**src/rtl/light_package.sv**
```systemverilog
// Shared types for the multiphase traffic-light controller: light colours,
// controller state and the default five-phase intersection layout.
package light_package;

    typedef enum logic [1:0] {
        RED    = 2'd0,
        YELLOW = 2'd1,
        GREEN  = 2'd2
    } colors;

    typedef enum logic [1:0] {
        TLC_ALLRED = 2'd0,
        TLC_GREEN  = 2'd1,
        TLC_YELLOW = 2'd2
    } tlc_state_t;

    // Phase 0 in the LSBs: {ns}, {e_left,w_left}, {w_str,w_left}, {e_str,e_left}, {e_str,w_str}
    localparam logic [24:0] DEFAULT_PHASE_MASK = {5'b10000, 5'b01100, 5'b01010, 5'b00101, 5'b00011};

    function automatic int max4(input int a, input int b, input int c, input int d);
        int m;
        m = a;
        if (b > m) m = b;
        if (c > m) m = c;
        if (d > m) m = d;
        return m;
    endfunction

endpackage

```
**src/rtl/tlc_multiphase_if.sv**
```systemverilog
// Sensor/preempt inputs and light/status outputs of the controller.
interface tlc_multiphase_if
    import light_package::*;
#(
    parameter int NUM_LIGHTS = 5,
    parameter int NUM_PHASES = 5
) ();
    localparam int PW = $clog2(NUM_PHASES);

    logic [NUM_LIGHTS-1:0]  sensor;
    logic                   preempt_req;
    logic [PW-1:0]          preempt_phase;
    colors [NUM_LIGHTS-1:0] lights;
    logic [PW-1:0]          cur_phase;
    tlc_state_t             tlc_state;
    logic                   preempt_ack;

    modport master (
        output sensor, preempt_req, preempt_phase,
        input  lights, cur_phase, tlc_state, preempt_ack
    );

    modport slave (
        input  sensor, preempt_req, preempt_phase,
        output lights, cur_phase, tlc_state, preempt_ack
    );
endinterface

```
**src/rtl/tlc_multiphase_rr_pick.sv**
```systemverilog
// Combinational round-robin finder: first phase with demand, searching from
// last+1 and wrapping around so that last itself is considered at the end.
module tlc_rr_pick #(
    parameter int NUM_PHASES = 5,
    parameter int PW         = $clog2(NUM_PHASES)
) (
    input  logic [NUM_PHASES-1:0] dem,
    input  logic [PW-1:0]         last,
    output logic                  found,
    output logic [PW-1:0]         next_phase
);
    logic [PW-1:0] idx;

    // Walk from the farthest candidate to the nearest so the nearest hit wins.
    always_comb begin
        found      = 1'b0;
        next_phase = last;
        idx        = '0;
        for (int i = NUM_PHASES; i >= 1; i--) begin
            idx = PW'((int'(last) + i) % NUM_PHASES);
            if (dem[idx]) begin
                found      = 1'b1;
                next_phase = idx;
            end
        end
    end
endmodule

```
**src/rtl/tlc_multiphase.sv**
```systemverilog
// N-phase traffic-light controller: mask-defined phases, vacancy/max-green
// timing, fixed yellow, minimum all-red and emergency preemption.
//   state      | meaning
//   TLC_ALLRED | all red; after the minimum, pick preempt phase or next demand
//   TLC_GREEN  | cur_phase lights green; vacancy / max-green / preempt exit
//   TLC_YELLOW | cur_phase lights yellow for a fixed time
module tlc_multiphase
    import light_package::*;
#(
    parameter int NUM_LIGHTS    = 5,
    parameter int NUM_PHASES    = 5,
    parameter logic [NUM_PHASES*NUM_LIGHTS-1:0] PHASE_MASK = DEFAULT_PHASE_MASK,
    parameter int VACANT_CYC    = 5,
    parameter int MAX_GREEN_CYC = 10,
    parameter int YELLOW_CYC    = 2,
    parameter int ALLRED_CYC    = 1
) (
    input  logic             clk,
    input  logic             reset,
    tlc_multiphase_if.slave  bus
);
    localparam int PW = $clog2(NUM_PHASES);
    localparam int CW = $clog2(max4(VACANT_CYC, MAX_GREEN_CYC, YELLOW_CYC, ALLRED_CYC) + 1);

    tlc_state_t             state_q, state_d;
    logic [PW-1:0]          phase_q, phase_d;
    logic [CW-1:0]          vac_q, vac_d, max_q, max_d, tmr_q, tmr_d;
    logic [NUM_PHASES-1:0]  dem, conf;
    logic [NUM_LIGHTS-1:0]  cur_mask;
    logic                   pre_valid, pre_here, found, vac_run, max_run;
    logic [PW-1:0]          pick;
    colors [NUM_LIGHTS-1:0] lights_c;

    always_comb begin
        dem      = '0;
        conf     = '0;
        cur_mask = '0;
        for (int p = 0; p < NUM_PHASES; p++) begin
            dem[p]  = |(bus.sensor &  PHASE_MASK[p*NUM_LIGHTS +: NUM_LIGHTS]);
            conf[p] = |(bus.sensor & ~PHASE_MASK[p*NUM_LIGHTS +: NUM_LIGHTS]);
            if (phase_q == PW'(p)) cur_mask = PHASE_MASK[p*NUM_LIGHTS +: NUM_LIGHTS];
        end
    end

    assign pre_valid = bus.preempt_req && (int'(bus.preempt_phase) < NUM_PHASES);
    assign pre_here  = pre_valid && (bus.preempt_phase == phase_q);
    assign vac_run   = !dem[phase_q] || (vac_q != '0);
    assign max_run   = conf[phase_q] || (max_q != '0);

    tlc_rr_pick #(.NUM_PHASES(NUM_PHASES), .PW(PW)) u_rr_pick (
        .dem        (dem),
        .last       (phase_q),
        .found      (found),
        .next_phase (pick)
    );

    always_ff @(posedge clk or posedge reset) begin
        if (reset) begin
            state_q <= TLC_ALLRED;
            phase_q <= PW'(NUM_PHASES - 1);
            vac_q   <= '0;
            max_q   <= '0;
            tmr_q   <= '0;
        end else begin
            state_q <= state_d;
            phase_q <= phase_d;
            vac_q   <= vac_d;
            max_q   <= max_d;
            tmr_q   <= tmr_d;
        end
    end

    always_comb begin
        state_d = state_q;
        phase_d = phase_q;
        vac_d   = vac_q;
        max_d   = max_q;
        tmr_d   = tmr_q;
        unique case (state_q)
            TLC_ALLRED: begin
                // Timer saturates at the minimum so a long idle all-red never wraps.
                if (tmr_q == CW'(ALLRED_CYC - 1)) begin
                    if (pre_valid || found) begin
                        state_d = TLC_GREEN;
                        phase_d = pre_valid ? bus.preempt_phase : pick;
                        tmr_d   = '0;
                        vac_d   = '0;
                        max_d   = '0;
                    end
                end else begin
                    tmr_d = tmr_q + 1'b1;
                end
            end
            TLC_GREEN: begin
                if (pre_here) begin
                    vac_d = '0;
                    max_d = '0;
                end else if (pre_valid ||
                             (vac_run && vac_q == CW'(VACANT_CYC - 1)) ||
                             (max_run && max_q == CW'(MAX_GREEN_CYC - 1))) begin
                    state_d = TLC_YELLOW;
                    vac_d   = '0;
                    max_d   = '0;
                    tmr_d   = '0;
                end else begin
                    if (vac_run) vac_d = vac_q + 1'b1;
                    if (max_run) max_d = max_q + 1'b1;
                end
            end
            TLC_YELLOW: begin
                if (tmr_q == CW'(YELLOW_CYC - 1)) begin
                    state_d = TLC_ALLRED;
                    tmr_d   = '0;
                end else begin
                    tmr_d = tmr_q + 1'b1;
                end
            end
            default: begin
                state_d = TLC_ALLRED;
                tmr_d   = '0;
            end
        endcase
    end

    always_comb begin
        for (int l = 0; l < NUM_LIGHTS; l++) begin
            lights_c[l] = RED;
            if (cur_mask[l] && state_q == TLC_GREEN)  lights_c[l] = GREEN;
            if (cur_mask[l] && state_q == TLC_YELLOW) lights_c[l] = YELLOW;
        end
    end

    assign bus.lights      = lights_c;
    assign bus.cur_phase   = phase_q;
    assign bus.tlc_state   = state_q;
    assign bus.preempt_ack = (state_q == TLC_GREEN) && pre_here;
endmodule

```
**src/flat_wrapper.sv**
```systemverilog
// flat-port wrapper written by rule: the top's interface ports become plain ports
module tlc_multiphase_flat import light_package::*;
#(
    parameter int NUM_LIGHTS    = 5,
    parameter int NUM_PHASES    = 5,
    parameter logic [NUM_PHASES*NUM_LIGHTS-1:0] PHASE_MASK = DEFAULT_PHASE_MASK,
    parameter int VACANT_CYC    = 5,
    parameter int MAX_GREEN_CYC = 10,
    parameter int YELLOW_CYC    = 2,
    parameter int ALLRED_CYC    = 1
)
  (clk, reset, bus_sensor, bus_preempt_req, bus_preempt_phase, bus_lights, bus_cur_phase, bus_tlc_state, bus_preempt_ack);
  tlc_multiphase_if #(.NUM_LIGHTS(NUM_LIGHTS), .NUM_PHASES(NUM_PHASES)) bus_i ();
  input  logic clk;
  input  logic reset;
  input wire logic [$bits(bus_i.sensor)-1:0] bus_sensor;
  input wire logic [$bits(bus_i.preempt_req)-1:0] bus_preempt_req;
  input wire logic [$bits(bus_i.preempt_phase)-1:0] bus_preempt_phase;
  output wire logic [$bits(bus_i.lights)-1:0] bus_lights;
  output wire logic [$bits(bus_i.cur_phase)-1:0] bus_cur_phase;
  output wire logic [$bits(bus_i.tlc_state)-1:0] bus_tlc_state;
  output wire logic [$bits(bus_i.preempt_ack)-1:0] bus_preempt_ack;
  assign bus_i.sensor = bus_sensor;
  assign bus_i.preempt_req = bus_preempt_req;
  assign bus_i.preempt_phase = bus_preempt_phase;
  assign bus_lights = bus_i.lights;
  assign bus_cur_phase = bus_i.cur_phase;
  assign bus_tlc_state = bus_i.tlc_state;
  assign bus_preempt_ack = bus_i.preempt_ack;
  tlc_multiphase #(.NUM_LIGHTS(NUM_LIGHTS), .NUM_PHASES(NUM_PHASES), .PHASE_MASK(PHASE_MASK), .VACANT_CYC(VACANT_CYC), .MAX_GREEN_CYC(MAX_GREEN_CYC), .YELLOW_CYC(YELLOW_CYC), .ALLRED_CYC(ALLRED_CYC)) u_core (.clk(clk), .reset(reset), .bus(bus_i));
endmodule
```
**config.mk**
```make
export PLATFORM = sky130hd
export DESIGN_NAME = tlc_multiphase_flat
export DESIGN_NICKNAME = d
export VERILOG_FILES = /design/src/rtl/light_package.sv /design/src/rtl/tlc_multiphase_if.sv /design/src/rtl/tlc_multiphase_rr_pick.sv /design/src/rtl/tlc_multiphase.sv /design/src/flat_wrapper.sv
export SDC_FILE = /design/constraint.sdc
export NUM_CORES = 1
export LEC_CHECK = 0
export ABC_AREA = 1
export CORE_MARGIN = 4
export CORE_UTILIZATION = 40
export DETAILED_ROUTE_END_ITERATION = 6
export GPL_TIMING_DRIVEN = 0
export PLACE_DENSITY_LB_ADDON = 0.3
export RECOVER_POWER = 50
export SYNTH_ARGS = -nofsm -noshare
export SYNTH_HDL_FRONTEND = slang
export SYNTH_HIERARCHICAL = 1
export SYNTH_SLANG_ARGS = --single-unit
```
**constraint.sdc**
```tcl
create_clock -name clk -period 5.35 [get_ports clk]
set_clock_uncertainty 0.2 [all_clocks]
set_input_delay 0.8025 -clock clk [delete_from_list [all_inputs] [get_ports clk]]
set_output_delay 0.8025 -clock clk [all_outputs]
set_load 0.05 [all_outputs]
```
After elaboration in Yosys (flattened, before gate mapping)
Index checks and enable logic that the tools add are counted.
{ "word_totals": {"register_bits": 17, "in_bits": 11, "word_cells": 146} }
{ "classes": {"n_addsub": 8, "n_div": 5, "magnitude_cmp": 7, "n_eq_ne": 18, "n_mux": 61, "n_reduce_logical": 42} }
{ "op_table": {"columns": ["operator", "count"], "rows": [
  ["32-bit by 4-bit modulo with 32-bit output (second input constant)", 5],
  ["4-bit two-way mux", 12],
  ["2-bit two-way mux", 16],
  ["3-bit by 4-bit < comparator with 1-bit output (second input constant)", 6],
  ["1-bit binary-select mux with 3-bit select", 7],
  ["5-bit two-way mux", 4],
  ["3-bit two-way mux", 6],
  ["4-bit case mux with 2 select lines", 2],
  ["1-bit logical AND", 15],
  ["4-bit by 1-bit adder with 4-bit output (second input constant)", 3],
  ["1-bit two-way mux", 12],
  ["4-bit case mux with 3 select lines", 1],
  ["4-bit AND reduction", 3],
  ["3-bit OR reduction", 4],
  ["3-bit by 2-bit adder with 4-bit output (second input constant)", 2],
  ["3-bit by 3-bit adder with 4-bit output (second input constant)", 2],
  ["2-bit by 1-bit inequality test with 1-bit output (second input constant)", 4],
  ["4-bit by 1-bit inequality test with 1-bit output (second input constant)", 2],
  ["4-bit nonzero test", 2],
  ["2-bit OR reduction", 4],
  ["3-bit by 2-bit == test with 1-bit output (second input constant)", 2],
  ["2-bit case mux with 3 select lines", 1],
  ["6-bit nonzero test", 1],
  ["1-bit logical OR", 5],
  ["20 further kinds", 20]
]} }

Logic depth before layout (Yosys ltp)
{ "depth": {"ltp_word": 13, "ltp_mapped": 30, "depth_no_buf": 30} }

Cells and area by module
The synthesis kept the hierarchy.
{ "by_module_without_submodules": {"columns": ["mod", "n_inst", "cells_per_inst", "area_per_inst_um2"], "rows": [
  ["tlc_rr_pick", 1, 279, 1592.8],
  ["tlc_multiphase", 1, 215, 1402.6]
]} }

Worst setup path after synthesis
No wires, ideal clock.
{ "synth_timing": {"path_kind": "reg2reg", "from": "register u_core.phase_q[0] (netlist: u_core/bus.cur_phase[0])", "to": "register u_core.max_q[3]", "setup_ns": 0.066, "arrival_ns": 4.733, "required_time_ns": 5.084, "setup_slack_ns": 0.351, "stages_incl_launch_ff": 29, "n_path_buf": 0, "synth_period_minus_slack_ns": 4.999, "path_cell_list": "dfrtp_1 clkinv_1 ha_1 clkinv_1 ha_1 nor2_1 nand2_2 nand2_2 xor2_2 ha_1 inv_1 or2_2 nand3_2 nand3_2 nand2_2 nand2_1 nand3b_1 nand2_1 nand2_2 nand2_2 nor3_1 nand2_1 inv_1 nand2_1 o21ai_2 nor2_4 nand2_1 nand2_1 nand2_1"} }
{ "synth_via": {"elab_chain_len": 12} }
{ "synth_rtl": {"columns": ["item", "line", "text"], "rows": [
  ["start: declaration", "tlc_multiphase.sv:26", "logic [PW-1:0] phase_q, phase_d;"],
  ["start signal: assignment", "tlc_multiphase.sv:60", "phase_q <= PW'(NUM_PHASES - 1);"],
  ["start signal: assignment", "tlc_multiphase.sv:66", "phase_q <= phase_d;"],
  ["3-bit by 3-bit adder with 4-bit output", "tlc_multiphase_rr_pick.sv:20", "idx = PW'((int'(last) + i) % NUM_PHASES);"],
  ["32-bit by 4-bit modulo with 32-bit output", "tlc_multiphase_rr_pick.sv:20", null],
  ["1-bit binary-select mux with 3-bit select", "tlc_multiphase_rr_pick.sv:21", "if (dem[idx]) begin"],
  ["1-bit two-way mux (implied by the code)", "tlc_multiphase_rr_pick.sv:21", null],
  ["1-bit two-way mux (4 in series)", "tlc_multiphase_rr_pick.sv:21", null],
  ["1-bit two-way mux *", "tlc_multiphase_rr_pick.sv:21", null],
  ["named net u_core.found", "tlc_multiphase.sv:30", "logic pre_valid, pre_here, found, vac_run, max_run;"],
  ["1-bit logical OR *", "tlc_multiphase.sv:83", "if (pre_valid || found) begin"],
  ["2-bit by 1-bit inequality test with 1-bit output (no source line) *", null, null],
  ["4-bit AND reduction (no source line) *", null, null],
  ["end signal: assignment", "tlc_multiphase.sv:68", "max_q <= max_d;"],
  ["end: declaration", "tlc_multiphase.sv:27", "logic [CW-1:0] vac_q, vac_d, max_q, max_d, tmr_q, tmr_d;"]
]} }
The timed path passes the listed nets; every way through them passes the cells marked *. The select of a mux whose other input is x is not followed.
A chain may end at the register's enable or synchronous reset.

Final worst setup path
{ "layout_timing": {"from": "register u_core.phase_q[1] (netlist: u_core/bus.cur_phase[1])", "to": "register u_core.max_q[1]"} }
Same word-level chain as after synthesis.

==> impl_results.md <==
- Arr. time, crit path: around 4800 ps
- Final hold vios: 0
- Root Buffer: clkbuf_8
- CTS tree: yes
- Critical path capture point type: flop
- Final WL: between 7000 and 8000 um
- TritonRoute pass-1 iters: 5
- Ys async rst share: 1.00
- Max-Cap Viols: 0
- Worst-path clk slew: 70 ps
- Layout Nets: around 570
- Most used cell, CP: nand2_1
- Setup Fix Bufs, Post-CTS: 0
- Synth Warn #: 6
- Slew Limit Fails: 0
- Worst Reg2Reg Path Length in Cells: 28
- Global-route wire length before repair: 12500 um
- Top cell type's share of synthesized area: 0.189
- ANT cells: 0
- Routed WL per cell: 11.7 um
- I/O pins: 27
- Worst Tran Pin Value: 651 ps
- Placed cell area: 3380 um2
- DP Wirelength: 5860 um
- Clock Latency Late Sink: 260 ps
- EDFF count, synth: 0
- Dominant synthesized flop cell: dfrtp_1
- Final setup viols: 0
- Total die area: 8940 um2
- RSZ-0062 raised after global routing: false
- H-Tree Depth: 1
- Most frequent cell after synthesis: nand2_1
- Post-Syn Area per Cell: 6.06 um2
- Slew HR: 0.566
- Synth top area cells: nand2_1 19%, ha_1 15%, dfrtp_1 13%, nand3_1 9.7%, inv_1 8.4%
- Clock Path Buffers: 2
- IO buf count: 26
- First DRT Iteration DRCs: roughly 140
- Register area share after synthesis: 0.142
- Mapped Nets: 543
- Total track usage: 0.170
- Die height: 94.5 um
- Count of cell types in the netlist: 40
- Max stage delay on crit path: 580 ps
- Total number of vias: 3105
- Hold depth: 2
- Initial Utilization: 0.413
- Row count: 31
- Cts bufs inserted: 3
- Synth cell count leaders: 151 x nand2_1, 67 x inv_1, 58 x nand3_1
- Vias/cell: approximately 5.0
- Max Clock Freq: 208 MHz
- Largest net degree at the start of global routing: 18
- Cell accounting for the most synthesized area: nand2_1
- Vias in the first global route: 2842
- CTS sink cnt: 17
- Worst Setup Path Type: reg2reg
- Critical path's slowest cell: dfrtp_2
- Final min period: 4810 ps
- Worst-path maximum fanout: 14
- Grt ovf: 0
- WHS: approximately 300 ps
- Area delta synth->final: 14.7%
- Design area: 3440 um2
- GP Congestion: 0.920
- Core area: 7250 um2
- Status: completed
- CP required: around 5400 ps
- Syn Inst Count: 494
- Share of post-route cells with drive strength above 1: 0.120
- Layout Utilization: 0.474
- Post-Syn Area: 3000 um2
- Die width: approximately 95 um
- Hold WC Path Type: reg2reg
- Initial antenna violation count: 0
- Period utilization: 0.899
- Post-route DRC: 0
- CP startpoint kind: flop
- Seq cells post-synth: 17
- Antenna Nets Post-Route: 0
==> metrics by stage <==
stage	cells	worst slack, ps	TNS, ps
after floorplan	494	351	0
after global placement	619	-176	-1570
after detailed placement	619	-246	-2490
after CTS	623	57.0	0
after global routing	623	74.6	0
final	623	541	0
==> registers in the layout (all words and copies together), names as in the netlist <==
register and flops:
u_core/max_q 4, u_core/tmr_q 4, u_core/vac_q 4, u_core/bus.cur_phase 3, u_core/bus.tlc_state 2
==> per-layer routing <==
| metal | vias to the layer above | part of all wire | GRT usage |
|---|---|---|---|
| met2 | 67 | 0.46 | 0.288 |
| met5 | - | 0 | 0 |
| met4 | 0 | 0.020 | 0.0565 |
| met1 | 1406 | 0.48 | 0.227 |
| li1 | 1620 | - | - |
| met3 | 12 | 0.046 | 0.0159 |
==> final timing paths <==
path / from / to / slack [ps]
max: u_core/bus.cur_phase[1] / u_core/max_q[1] / 540
max in group asynchronous: reset / u_core/bus.cur_phase[0] / 3600
min: u_core/vac_q[3] / u_core/vac_q[3] / 300
max reg2reg: u_core/bus.cur_phase[1] / u_core/max_q[1] / 540
min reg2reg: u_core/vac_q[3] / u_core/vac_q[3] / 300
min in group asynchronous: reset / u_core/vac_q[0] / 860
==> layout make-up <==
type,instances,area [um2]
multi-input cells,399,2270
clock buffers,3,41.3
inverters,75,289
clock inverters,1,5.00
repair buffers,26,260
fillers,784,3820
well taps,99,124
plain buffers,3,12.5
flip-flops and latches,17,432
==> critical path, delay by kind of cell, from the launching register on <==
family	cells	cell delay [ps]
adders and majority gates	3	990
and+or+nand+nor	19	1920
buffers and inverters	4	670
DFF	1	580
AOI/OAI and AO/OA	1	170
xor gates and xnor gates	1	200
==> logic make-up (layout without fill, tap and decap cells) <==
group	Yosys count	in the layout	share of synthesized area
simple gates	312	312	0.476
xor+xnor	12	12	0.0401
compound gates	37	37	0.0815
buf+inv	78	108	0.0990
flops	17	17	0.142
fa+ha+maj	38	38	0.161
==> placed cells by master, fill, tap and decap left out, types with 4 or more instances in the layout <==
cell type        count
dlygate4sd3_1        8
clkdlybuf4s50_1     18
nand3_1             58
xnor2_1              7
o21ai_1              8
nor2_1              55
inv_1               67
o211ai_1             5
nand4_1              4
nand2_2             19
inv_2                5
o21ai_0              7
ha_1                36
a21oi_1              5
nand3_2              7
dfrtp_1             14
nand2_1            151
==> repair_timing <==
item,4_1_cts,5_1_grt
endpoints found under the hold margin,0,0
endpoints found under the setup margin,15,16
hold buffers,0,0
pin swaps,0,0
resized for setup,2,4
Power is not shown: default switching activity piles up to over one toggle a cycle in this logic, so the estimate is an artifact.
